===== config.mk =====
export PLATFORM = sky130hd
export DESIGN_NAME = sawtooth_wave_analyzer
export DESIGN_NICKNAME = d
export VERILOG_FILES = /design/src/rtl/sawtooth_pkg.sv /design/src/rtl/sawtooth_wave_analyzer_period_classifier.sv /design/src/rtl/sawtooth_wave_analyzer.sv
export SDC_FILE = /design/constraint.sdc
export NUM_CORES = 1
export LEC_CHECK = 0
export ABC_AREA = 1
export CORE_UTILIZATION = 45
export DETAILED_ROUTE_END_ITERATION = 8
export HOLD_SLACK_MARGIN = 0.06
export SLEW_MARGIN = 30
export SYNTH_ARGS = -nofsm -noshare
export SYNTH_HDL_FRONTEND = slang
export SYNTH_SLANG_ARGS = --single-unit

===== constraint.sdc =====
create_clock -name clk -period 3.65 [get_ports clk]
set_input_delay 0.365 -clock clk [delete_from_list [all_inputs] [get_ports clk]]
set_output_delay 0.365 -clock clk [all_outputs]
set_load 0.01 [all_outputs]

===== src/rtl/sawtooth_pkg.sv =====
// Shared definitions for the sawtooth generator / analyzer pair: freq_select
// thresholds, period classification boundaries and the analyzer state encoding.
package sawtooth_pkg;

    typedef enum logic [1:0] {
        S_IDLE  = 2'd0,
        S_SYNC  = 2'd1,
        S_TRACK = 2'd2
    } state_e;

    localparam int NUM_CODES = 8;

    // Generator step thresholds per freq_select code; one ramp lasts 256*(threshold+1) clocks.
    localparam int unsigned FREQ_THRESH [NUM_CODES] = '{390, 195, 130, 98, 65, 49, 32, 24};

    // Midpoints between neighbouring nominal periods, largest (code 0) first.
    localparam int unsigned PERIOD_BOUND [NUM_CODES-1] = '{75136, 41856, 29440, 21120, 14848, 10624, 7424};

    localparam int unsigned PERIOD_VALID_MIN = 3200;
    localparam int unsigned PERIOD_VALID_MAX = 200192;

endpackage


===== src/rtl/sawtooth_wave_analyzer_period_classifier.sv =====
// Maps a measured ramp period (clk cycles) onto the nearest generator freq_select code.
module period_classifier
    import sawtooth_pkg::*;
#(
    parameter int unsigned CNT_W = 24
) (
    input  logic [CNT_W-1:0] period_i,
    output logic [2:0]       freq_code_o,
    output logic             freq_code_valid_o
);

    logic [63:0] periodWide;

    assign periodWide = 64'(period_i);

    // Walk from the smallest boundary upward so the largest satisfied bound wins.
    always_comb begin
        freq_code_o = 3'd7;
        for (int i = NUM_CODES - 2; i >= 0; i--) begin
            if (periodWide >= 64'(PERIOD_BOUND[i])) begin
                freq_code_o = 3'(i);
            end
        end
    end

    assign freq_code_valid_o = (periodWide >= 64'(PERIOD_VALID_MIN)) &&
                               (periodWide <= 64'(PERIOD_VALID_MAX));

endmodule


===== src/rtl/sawtooth_wave_analyzer.sv =====
// Sawtooth stream analyzer: locks onto ramp wraps, measures period and peak per
// cycle, classifies the period into a freq_select code and flags loss of signal.
module sawtooth_wave_analyzer
    import sawtooth_pkg::*;
#(
    parameter int unsigned CNT_W    = 24,
    parameter int unsigned DROP_MIN = 32,
    parameter int unsigned TIMEOUT  = 250000
) (
    input  logic             clk,
    input  logic             reset,
    input  logic             sample_valid,
    input  logic [7:0]       wave_in,
    output logic [CNT_W-1:0] period_out,
    output logic [7:0]       peak_out,
    output logic [2:0]       freq_code,
    output logic             freq_code_valid,
    output logic             measure_valid,
    output logic             signal_lost
);

    localparam int TMO_W = $clog2(TIMEOUT + 1);

    state_e            state_q, state_d;
    logic [7:0]        prev_q, prev_d;
    logic [7:0]        peakRun_q, peakRun_d;
    logic [CNT_W-1:0]  cnt_q, cnt_d;
    logic [TMO_W-1:0]  tmo_q, tmo_d;
    logic [CNT_W-1:0]  period_q, period_d;
    logic [7:0]        peak_q, peak_d;
    logic [2:0]        code_q, code_d;
    logic              codeValid_q, codeValid_d;
    logic              measValid_q, measValid_d;
    logic              lost_q, lost_d;

    logic [8:0]        dropDiff;
    logic              wrap;
    logic              timeoutHit;
    logic              restart;
    logic              emit;
    logic              lose;
    logic              enterSync;
    logic [2:0]        classCode;
    logic              classValid;

    // A negative 9-bit difference is a rising sample and must never count as a wrap.
    assign dropDiff   = {1'b0, prev_q} - {1'b0, wave_in};
    assign wrap       = sample_valid && !dropDiff[8] && (dropDiff > 9'(DROP_MIN));
    assign timeoutHit = (tmo_q == TMO_W'(TIMEOUT - 1));

    period_classifier #(
        .CNT_W (CNT_W)
    ) uClassifier (
        .period_i          (cnt_q),
        .freq_code_o       (classCode),
        .freq_code_valid_o (classValid)
    );

    always_ff @(posedge clk or posedge reset) begin
        if (reset) begin
            state_q <= S_IDLE;
        end else begin
            state_q <= state_d;
        end
    end

    always_comb begin
        state_d = state_q;
        unique case (state_q)
            S_IDLE:  if (sample_valid) state_d = S_SYNC;
            S_SYNC:  if (wrap) state_d = S_TRACK;
            S_TRACK: if (!wrap && timeoutHit) state_d = S_SYNC;
            default: state_d = S_IDLE;
        endcase
    end

    // A wrap coinciding with a timeout is treated as a wrap.
    always_comb begin
        restart   = 1'b0;
        emit      = 1'b0;
        lose      = 1'b0;
        enterSync = 1'b0;
        unique case (state_q)
            S_IDLE: begin
                enterSync = sample_valid;
            end
            S_SYNC: begin
                restart = wrap;
                lose    = timeoutHit && !wrap;
            end
            S_TRACK: begin
                restart = wrap;
                emit    = wrap;
                lose    = timeoutHit && !wrap;
            end
            default: begin
            end
        endcase
    end

    always_comb begin
        prev_d = sample_valid ? wave_in : prev_q;

        if (restart) begin
            cnt_d = CNT_W'(1);
        end else if (cnt_q == {CNT_W{1'b1}}) begin
            cnt_d = cnt_q;
        end else begin
            cnt_d = cnt_q + CNT_W'(1);
        end

        peakRun_d = peakRun_q;
        if (restart) begin
            peakRun_d = wave_in;
        end else if (sample_valid && !wrap && (wave_in > peakRun_q)) begin
            peakRun_d = wave_in;
        end

        if (state_q == S_IDLE || restart || lose || enterSync) begin
            tmo_d = '0;
        end else begin
            tmo_d = tmo_q + TMO_W'(1);
        end

        period_d    = emit ? cnt_q      : period_q;
        peak_d      = emit ? peakRun_q  : peak_q;
        code_d      = emit ? classCode  : code_q;
        codeValid_d = emit ? classValid : codeValid_q;
        measValid_d = emit;

        lost_d = lost_q;
        if (emit) begin
            lost_d = 1'b0;
        end else if (lose) begin
            lost_d = 1'b1;
        end
    end

    always_ff @(posedge clk or posedge reset) begin
        if (reset) begin
            prev_q      <= '0;
            peakRun_q   <= '0;
            cnt_q       <= '0;
            tmo_q       <= '0;
            period_q    <= '0;
            peak_q      <= '0;
            code_q      <= '0;
            codeValid_q <= 1'b0;
            measValid_q <= 1'b0;
            lost_q      <= 1'b0;
        end else begin
            prev_q      <= prev_d;
            peakRun_q   <= peakRun_d;
            cnt_q       <= cnt_d;
            tmo_q       <= tmo_d;
            period_q    <= period_d;
            peak_q      <= peak_d;
            code_q      <= code_d;
            codeValid_q <= codeValid_d;
            measValid_q <= measValid_d;
            lost_q      <= lost_d;
        end
    end

    assign period_out      = period_q;
    assign peak_out        = peak_q;
    assign freq_code       = code_q;
    assign freq_code_valid = codeValid_q;
    assign measure_valid   = measValid_q;
    assign signal_lost     = lost_q;

endmodule


==> PnR_summary.wiki, run 1 <==
{| class="wikitable"
! Metric !! Value
|-
| Peak VDD IR || 0.215 mV
|-
| Buf/Inv on CP || 4
|-
| Mean number of vias per cell || 5.05
|-
| Peak per-stage delay on the critical path || 0.46 ns
|-
| Root Driver || sky130_fd_sc_hd__clkbuf_16
|-
| Endpoint required time on the critical path || 3.94 ns
|-
| Clock latency on the worst-skew pair || 0.35 ns
|-
| Inserted Clock Buffers || 9
|-
| Post-synth cell types || 38
|-
| Post-layout min period || 2.59 ns
|-
| Total design power || 0.00349 W
|-
| Most frequent cells in the layout || 175 x sky130_fd_sc_hd__nand2_1, 108 x sky130_fd_sc_hd__inv_1, 98 x sky130_fd_sc_hd__dfrtp_1
|-
| Initial core utilization || 46.9%
|-
| Setup TNS after final layout || 0 ns
|-
| Final count of negative-setup-slack endpoints || 0
|-
| Largest fanout of any net on the critical path || 67
|-
| Total power density per cell area || 550 nW/um^2
|-
| Final hold violation count || 0
|-
| Number of cells produced by synthesis || 688
|-
| Total of fill cells in the finished design || 1120
|-
| CTS tree || yes
|-
| FFs w/ async S/R, synth || 100%
|-
| DR DRC count || 1
|-
| Leakage power total || 3.19 nW
|-
| Die span in y || 112 um
|-
| Synth-to-Final Area Change || 16.5%
|-
| Number of input and output port buffers inserted || 48
|-
| Routed WL per cell || 12.8 um
|-
| N_diodes || 0
|-
| Outcome || finished with violations
|-
| Number of global-route vias before repair || 4329
|-
| Die footprint || 12500 sq um
|-
| Number of antenna violations at the first check in global routing || 0
|-
| Total number of vias || 4451
|-
| Max Fclk || 386 MHz
|-
| Endpoint class of the critical path || flop
|-
| Largest net degree at the start of global routing || 68
|-
| Quantity of hold-fixing buffers added after cts || 0
|-
| Slowest stage cell, crit path || sky130_fd_sc_hd__clkdlybuf4s50_1
|-
| Worst Path Arrival || 2.88 ns
|-
| Violation count after the first detailed-routing iteration || 203
|-
| Post_cts resized || 0
|-
| Most common cell after layout, fill and taps aside || sky130_fd_sc_hd__nand2_1
|-
| Worst setup slack after placement || 0.709 ns
|-
| Share of post-route cells with drive strength above 1 || 7.44%
|-
| HPWL reported at the end of detailed placement || 8130 um
|-
| Crit-path cells || clkdlybuf4s50_1, ha_1, fa_1, inv_1, nand3_1, nand3_1, nand2_1, a21oi_2, nand2_4, nor2_4, inv_2, buf_12, nor2_1, nand2_1, nand2_1
|-
| GR Util All Layers || 19.5%
|-
| H-Tree Level Count || 3
|-
| Number of max-capacitance violations reported || 0
|-
| Area of the mapped netlist || 5440 sq um
|-
| Number of nets in the layout || 769
|-
| Unrepaired setup endpoints after global routing || false
|-
| Sequential fraction of the synthesis area || 45.1%
|-
| Clock tree sinks || 98
|-
| Cell occurring most often along the worst timing path || sky130_fd_sc_hd__nand2_1
|-
| Top_reg_cell synth || sky130_fd_sc_hd__dfrtp_1
|-
| Min setup slack post-route || 1.06 ns
|-
| Number of buffers on the longest clock path || 2
|-
| Global-route wire length before repair || 19700 um
|-
| Remaining global-route overflow || 0
|-
| Violations in the final reports || DRC
|-
| Total of flip-flops plus latches after synthesis || 98
|-
| Number of core rows || 39
|-
| Routability Congestion || 0.887
|-
| Post-Synthesis Net Count || 722
|-
| Critical path launch point type || input pin
|-
| Normalized max-slew margin || 59.8%
|-
| Max-slew violation total from the final report || 0
|-
| Tightest Pin Transition || 0.603 ns
|-
| Dominant delay contributor by cell family on the critical path || buffers and inverters
|-
| Category of the critical setup timing path || in2reg
|-
| I/O pin total || 49
|-
| Worst Hold Class || in2async
|-
| Final period util || 70.9%
|-
| First-pass DRT Iterations || 6
|-
| Die extent in x || 112 um
|-
| Core area || 11600 sq um
|-
| Number of antenna-violating nets in the routed design || 0
|-
| Post-CTS clock slew at the launch and capture registers of the worst setup and hold paths || 0.07 ns
|-
| EDFF count, synth || 0
|-
| Routed wire length || 11300 um
|-
| Worst clock skew || 0.00574 ns
|-
| Yosys warning total || 0
|-
| Average cell area after synthesis || 7.91 sq um
|-
| Number of buffers inserted to repair setup after CTS || 0
|}
==> metal layers <==
metal | vias to the layer above | GRT usage, % | routed length [um]
met5 | - | 0 | 0
met4 | 0 | 8.98 | 261
met3 | 20 | 3.10 | 366
met2 | 76 | 31.4 | 5170
met1 | 2080 | 25.8 | 5460
li1 | 2275 | - | -
==> worst register-to-register path, stage by stage (launching register included) <==
cell and delay [ns]:
sky130_fd_sc_hd__dfrtp_1 0.32, sky130_fd_sc_hd__inv_1 0.05, sky130_fd_sc_hd__ha_1 0.20, sky130_fd_sc_hd__fa_1 0.40, sky130_fd_sc_hd__inv_1 0.10, sky130_fd_sc_hd__nand3_1 0.11
sky130_fd_sc_hd__nand3_1 0.10, sky130_fd_sc_hd__nand2_1 0.07, sky130_fd_sc_hd__a21oi_2 0.17, sky130_fd_sc_hd__nand2_4 0.10, sky130_fd_sc_hd__nor2_4 0.17, sky130_fd_sc_hd__inv_2 0.09
sky130_fd_sc_hd__buf_12 0.19, sky130_fd_sc_hd__nor2_1 0.17, sky130_fd_sc_hd__nand2_1 0.07, sky130_fd_sc_hd__nand2_1 0.05
==> synthesized netlist by cell type (2+ instances only) <==
master                     number  area, sq um
sky130_fd_sc_hd__a21oi_1       19         95.1
sky130_fd_sc_hd__buf_2          9         45.0
sky130_fd_sc_hd__buf_6          3         33.8
sky130_fd_sc_hd__clkbuf_1       2         7.51
sky130_fd_sc_hd__dfrtp_1       98         2450
sky130_fd_sc_hd__ha_1          22          275
sky130_fd_sc_hd__inv_1        109          409
sky130_fd_sc_hd__inv_2          4         15.0
sky130_fd_sc_hd__nand2_1      175          657
sky130_fd_sc_hd__nand2_2        3         18.8
sky130_fd_sc_hd__nand2_4        2         22.5
sky130_fd_sc_hd__nand3_1       42          210
sky130_fd_sc_hd__nand3_2        2         20.0
sky130_fd_sc_hd__nand3b_1       4         30.0
sky130_fd_sc_hd__nand4_1       14         87.6
sky130_fd_sc_hd__nor2_1        53          199
sky130_fd_sc_hd__nor2_2        16          100
sky130_fd_sc_hd__nor2_4         2         22.5
sky130_fd_sc_hd__nor3_1         7         35.0
sky130_fd_sc_hd__nor4_1         3         18.8
sky130_fd_sc_hd__o211ai_1      12         90.1
sky130_fd_sc_hd__o21ai_0       12         60.1
sky130_fd_sc_hd__o21ai_1       41          205
sky130_fd_sc_hd__xnor2_1        4         35.0
sky130_fd_sc_hd__xor2_1        17          149
==> stage by stage <==
| stage | std cells | hold slack [ns] | instance area [sq um] | util (%) |
|---|---|---|---|---|
| 6_report | 882 | 0.439 | 6340 | 54.6 |
| 5_1_grt | 882 | 0.485 | 6340 | 54.6 |
| 4_1_cts | 882 | 0.466 | 6340 | 54.6 |
| 3_5_place_dp | 867 | 0.458 | 6050 | 52.1 |
| 3_3_place_gp | 867 | 0.447 | 6050 | 52.1 |
| 2_1_floorplan | 688 | 0.432 | 5440 | - |
==> state kept, by name, summed over array words and instances, names as in the netlist, 2 cells and up <==
signal	flops
cnt_q	24
peakRun_q	8
tmo_q	18
prev_q	8
period_out	24
state_q	2
freq_code	3
peak_out	8
==> cell families (layout without fill, tap and decap cells) <==
group                      count (synthesis)  in the layout  share of synthesized area (%)
xor gates and xnor gates                  21             21                           3.38
AOI/OAI and AO/OA                         89             89                           9.01
DFF                                       98             98                           45.1
adders and majority gates                 23             23                           5.43
buffers and inverters                    129            180                           9.61
and+or+nand+nor                          328            328                           27.5
==> power by group <==
part | total [W] | switching [W] | internal, W
Sequential | 0.00142 | 0.000122 | 0.00129
Combinational | 0.00111 | 0.000648 | 0.000466
Clock | 0.000960 | 0.000416 | 0.000544
==> final timing paths <==
| kind | from | end | slack [ns] | depth (start not counted) |
|---|---|---|---|---|
| worst max-delay path | wave_in[0] | freq_code[0] | 1.06 | 15 |
| worst min register to register | tmo_q[0] | tmo_q[0] | 0.46 | 1 |
| worst max register to register | prev_q[0] | freq_code[0] | 1.23 | 15 |
| worst min-delay path | reset | period_out[21] | 0.44 | 2 |
| min in group clk | tmo_q[0] | tmo_q[0] | 0.46 | 1 |
| max in group asynchronous | reset | peak_out[1] | 2.43 | 3 |
==> cell type report <==
| class | instances | area [sq um] | area share (%) |
|---|---|---|---|
| Inverter | 113 | 427 | 6.73 |
| Tap cell | 143 | 179 | 2.82 |
| Clock buffer | 10 | 239 | 3.77 |
| Sequential cell | 98 | 2450 | 38.7 |
| Timing Repair Buffer | 52 | 523 | 8.25 |
| Clock inverter | 5 | 55.1 | 0.868 |
| Multi-Input combinational cell | 461 | 2470 | 38.9 |
Note: power is estimated with default switching activity, not from simulation.
==> run 2, diff against run 1 <==
==> constraint.sdc (replaced) <==
create_clock -name clk -period 2.5 [get_ports clk]
set_input_delay 0.25 -clock clk [delete_from_list [all_inputs] [get_ports clk]]
set_output_delay 0.25 -clock clk [all_outputs]
set_load 0.01 [all_outputs]
==> run 2 against run 1 <==
Against the previous run:
- the run still ends with DRC left
- register-to-register slack got worse by 0.98 ns
- clock power increased by 48%
- core utilization increased by 1.5 points
- clock skew about the same
- wire length decreased by 0.20%
- hold slack got worse by 0.059 ns
- largest power group unchanged
- combinational power increased by 50%
- critical path type unchanged
==> PnR_summary.wiki, run 2 (synthesis gave the netlist of run 1 again) <==
{| class="wikitable"
! Metric !! Value
|-
| Cell occurring most often along the worst timing path || sky130_fd_sc_hd__nand2_1
|-
| Routability Congestion || 0.843
|-
| Worst Path Arrival || 2.54 ns
|-
| Inserted Clock Buffers || 9
|-
| Worst Hold Class || in2async
|-
| Share of post-route cells with drive strength above 1 || 9.64%
|-
| Unrepaired setup endpoints after global routing || false
|-
| H-Tree Level Count || 3
|-
| Number of input and output port buffers inserted || 48
|-
| Root Driver || sky130_fd_sc_hd__clkbuf_16
|-
| Switching power share of the total || 33.6%
|-
| Total power density per cell area || 793 nW/um^2
|-
| Post_cts resized || 0
|-
| Int Power || 0.00343 W
|-
| Routed WL per cell || 12.5 um
|-
| Switching power || 0.00173 W
|-
| Most frequent cells in the layout || 175 x sky130_fd_sc_hd__nand2_1, 108 x sky130_fd_sc_hd__inv_1, 98 x sky130_fd_sc_hd__dfrtp_1
|-
| Global-route wire length before repair || 19800 um
|-
| Number of core rows || 39
|-
| Clock tree sinks || 98
|-
| Clock Power Share || 27.5%
|-
| Die extent in x || 112 um
|-
| Post-route cell area || 6520 sq um
|-
| Total number of vias || 4426
|-
| GR Util All Layers || 19.7%
|-
| Die footprint || 12500 sq um
|-
| HPWL reported at the end of detailed placement || 8090 um
|-
| Final period util || 90.5%
|-
| First-pass DRT Iterations || 8
|-
| Clock latency on the worst-skew pair || 0.35 ns
|-
| Outcome || finished with violations
|-
| Endpoint class of the critical path || flop
|-
| Die span in y || 112 um
|-
| Normalized max-slew margin || 64.6%
|-
| Number of buffers on the longest clock path || 2
|-
| Worst clock skew || 0.00558 ns
|-
| CTS tree || yes
|-
| Number of global-route vias before repair || 4307
|-
| DR DRC count || 1
|-
| Number of nets in the layout || 786
|-
| N_diodes || 0
|-
| Endpoint required time on the critical path || 2.78 ns
|-
| Number of antenna violations at the first check in global routing || 0
|-
| I/O pin total || 49
|-
| Worst Reg-to-Reg Cells || 12
|-
| Quantity of hold-fixing buffers added after cts || 0
|-
| Tightest Pin Transition || 0.532 ns
|-
| Post-layout min period || 2.26 ns
|-
| Most common cell after layout, fill and taps aside || sky130_fd_sc_hd__nand2_1
|-
| Post-CTS clock slew at the launch and capture registers of the worst setup and hold paths || 0.07 ns
|-
| Relative contribution of sequential cells to total power || 40.1%
|-
| Total of fill cells in the finished design || 1124
|-
| Remaining global-route overflow || 0
|-
| Crit-path cells || clkdlybuf4s50_1, inv_1, ha_1, nand2_1, inv_1, a21oi_1, nand2_1, nand2_1, nand2_1, nor2_2, nand2_2, nand2_4, inv_2, nand2_8, nand3_4, nor2_1
|-
| Category of the critical setup timing path || in2reg
|-
| Combinational fraction of design power || 32.4%
|-
| Register Area || 2450 sq um
|-
| Mean number of vias per cell || 4.92
|-
| Max Fclk || 442 MHz
|-
| Flop2flop setup slack || 0.25 ns
|-
| Core area || 11600 sq um
|-
| Cell area reported after detailed placement || 6210 sq um
|-
| Total design power || 0.00517 W
|-
| Leakage power total || 3.30 nW
|-
| Max-slew violation total from the final report || 0
|-
| Number of buffers inserted to repair setup after CTS || 0
|-
| Largest net degree at the start of global routing || 99
|-
| Synth-to-Final Area Change || 19.8%
|-
| Final count of negative-setup-slack endpoints || 0
|-
| Violations in the final reports || DRC
|-
| Largest fanout of any net on the critical path || 18
|-
| Initial core utilization || 46.9%
|-
| Number of antenna-violating nets in the routed design || 0
|-
| Number of max-capacitance violations reported || 0
|-
| Final hold violation count || 0
|-
| Slowest stage cell, crit path || sky130_fd_sc_hd__clkdlybuf4s50_1
|-
| Critical path launch point type || input pin
|-
| Violation count after the first detailed-routing iteration || 236
|-
| Worst hold slack || 0.380 ns
|-
| Area of combinational cells with multiple inputs || 2470 sq um
|-
| Peak per-stage delay on the critical path || 0.51 ns
|-
| Routed wire length || 11200 um
|-
| Peak VDD IR || 0.311 mV
|}
==> run 2: cell types whose count changed in the layout (fill, tap and decap cells not counted) <==
cell,delta
sky130_fd_sc_hd__inv_4,-1
sky130_fd_sc_hd__buf_12,+3
sky130_fd_sc_hd__clkinv_2,+1
sky130_fd_sc_hd__clkbuf_8,+1
sky130_fd_sc_hd__buf_4,+14
==> run 2: metal layers <==
metal | up-vias | GRT usage (%) | part of all wire, %
li1 | 2303 | - | -
met3 | 15 | 4.41 | 2.8
met2 | 60 | 32.9 | 48
met5 | - | 0 | 0
met4 | 0 | 6.31 | 1.6
met1 | 2048 | 25.5 | 48
==> run 2: power by group through the flow <==
stage	sequential, W	combinational, W	clock (W)
2_1_floorplan	0.00213	0.00109	0
3_3_place_gp	0.00209	0.00166	0
3_5_place_dp	0.00210	0.00169	0
4_1_cts	0.00208	0.00170	0.00146
5_1_grt	0.00211	0.00191	0.00152
6_report	0.00207	0.00167	0.00142
==> run 2: final timing paths <==
check / startpoint / to
hold reg to reg: tmo_q[0] / tmo_q[0]
min in group clk: tmo_q[0] / tmo_q[0]
setup / recovery: wave_in[5] / tmo_q[16]
hold / removal: reset / period_out[5]
max in group asynchronous: reset / peakRun_q[0]
setup reg to reg: prev_q[0] / tmo_q[16]
==> run 2: stage by stage <==
stage | std cells | util (%) | setup TNS, ns | setup WS (ns)
finish | 900 | 56.1 | 0 | 0.237
global route | 900 | 56.1 | 0 | 0.0105
CTS | 900 | 56.1 | 0 | 0.215
detailed placement | 884 | 53.5 | -4.98 | -0.154
global placement | 884 | 53.5 | -3.45 | -0.0951
floorplan | 688 | - | 0 | 0.413
==> run 2: final cells by class <==
cell class / count / area share [%]
clock buffer: 11 / 3.88
clock inverter: 5 / 0.806
inverter: 113 / 6.56
multi-input combinational: 461 / 37.8
sequential: 98 / 37.6
tap: 143 / 2.74
timing repair buffer: 69 / 10.6
==> run 2: worst max-delay path, delay by kind of cell <==
kind                     cells  cell delay [ns]
AO/OA/AOI/OAI                1             0.17
adder cells (fa/ha/maj)      1             0.35
buffers and inverters        4             0.69
AND/OR/NAND/NOR             10             1.07
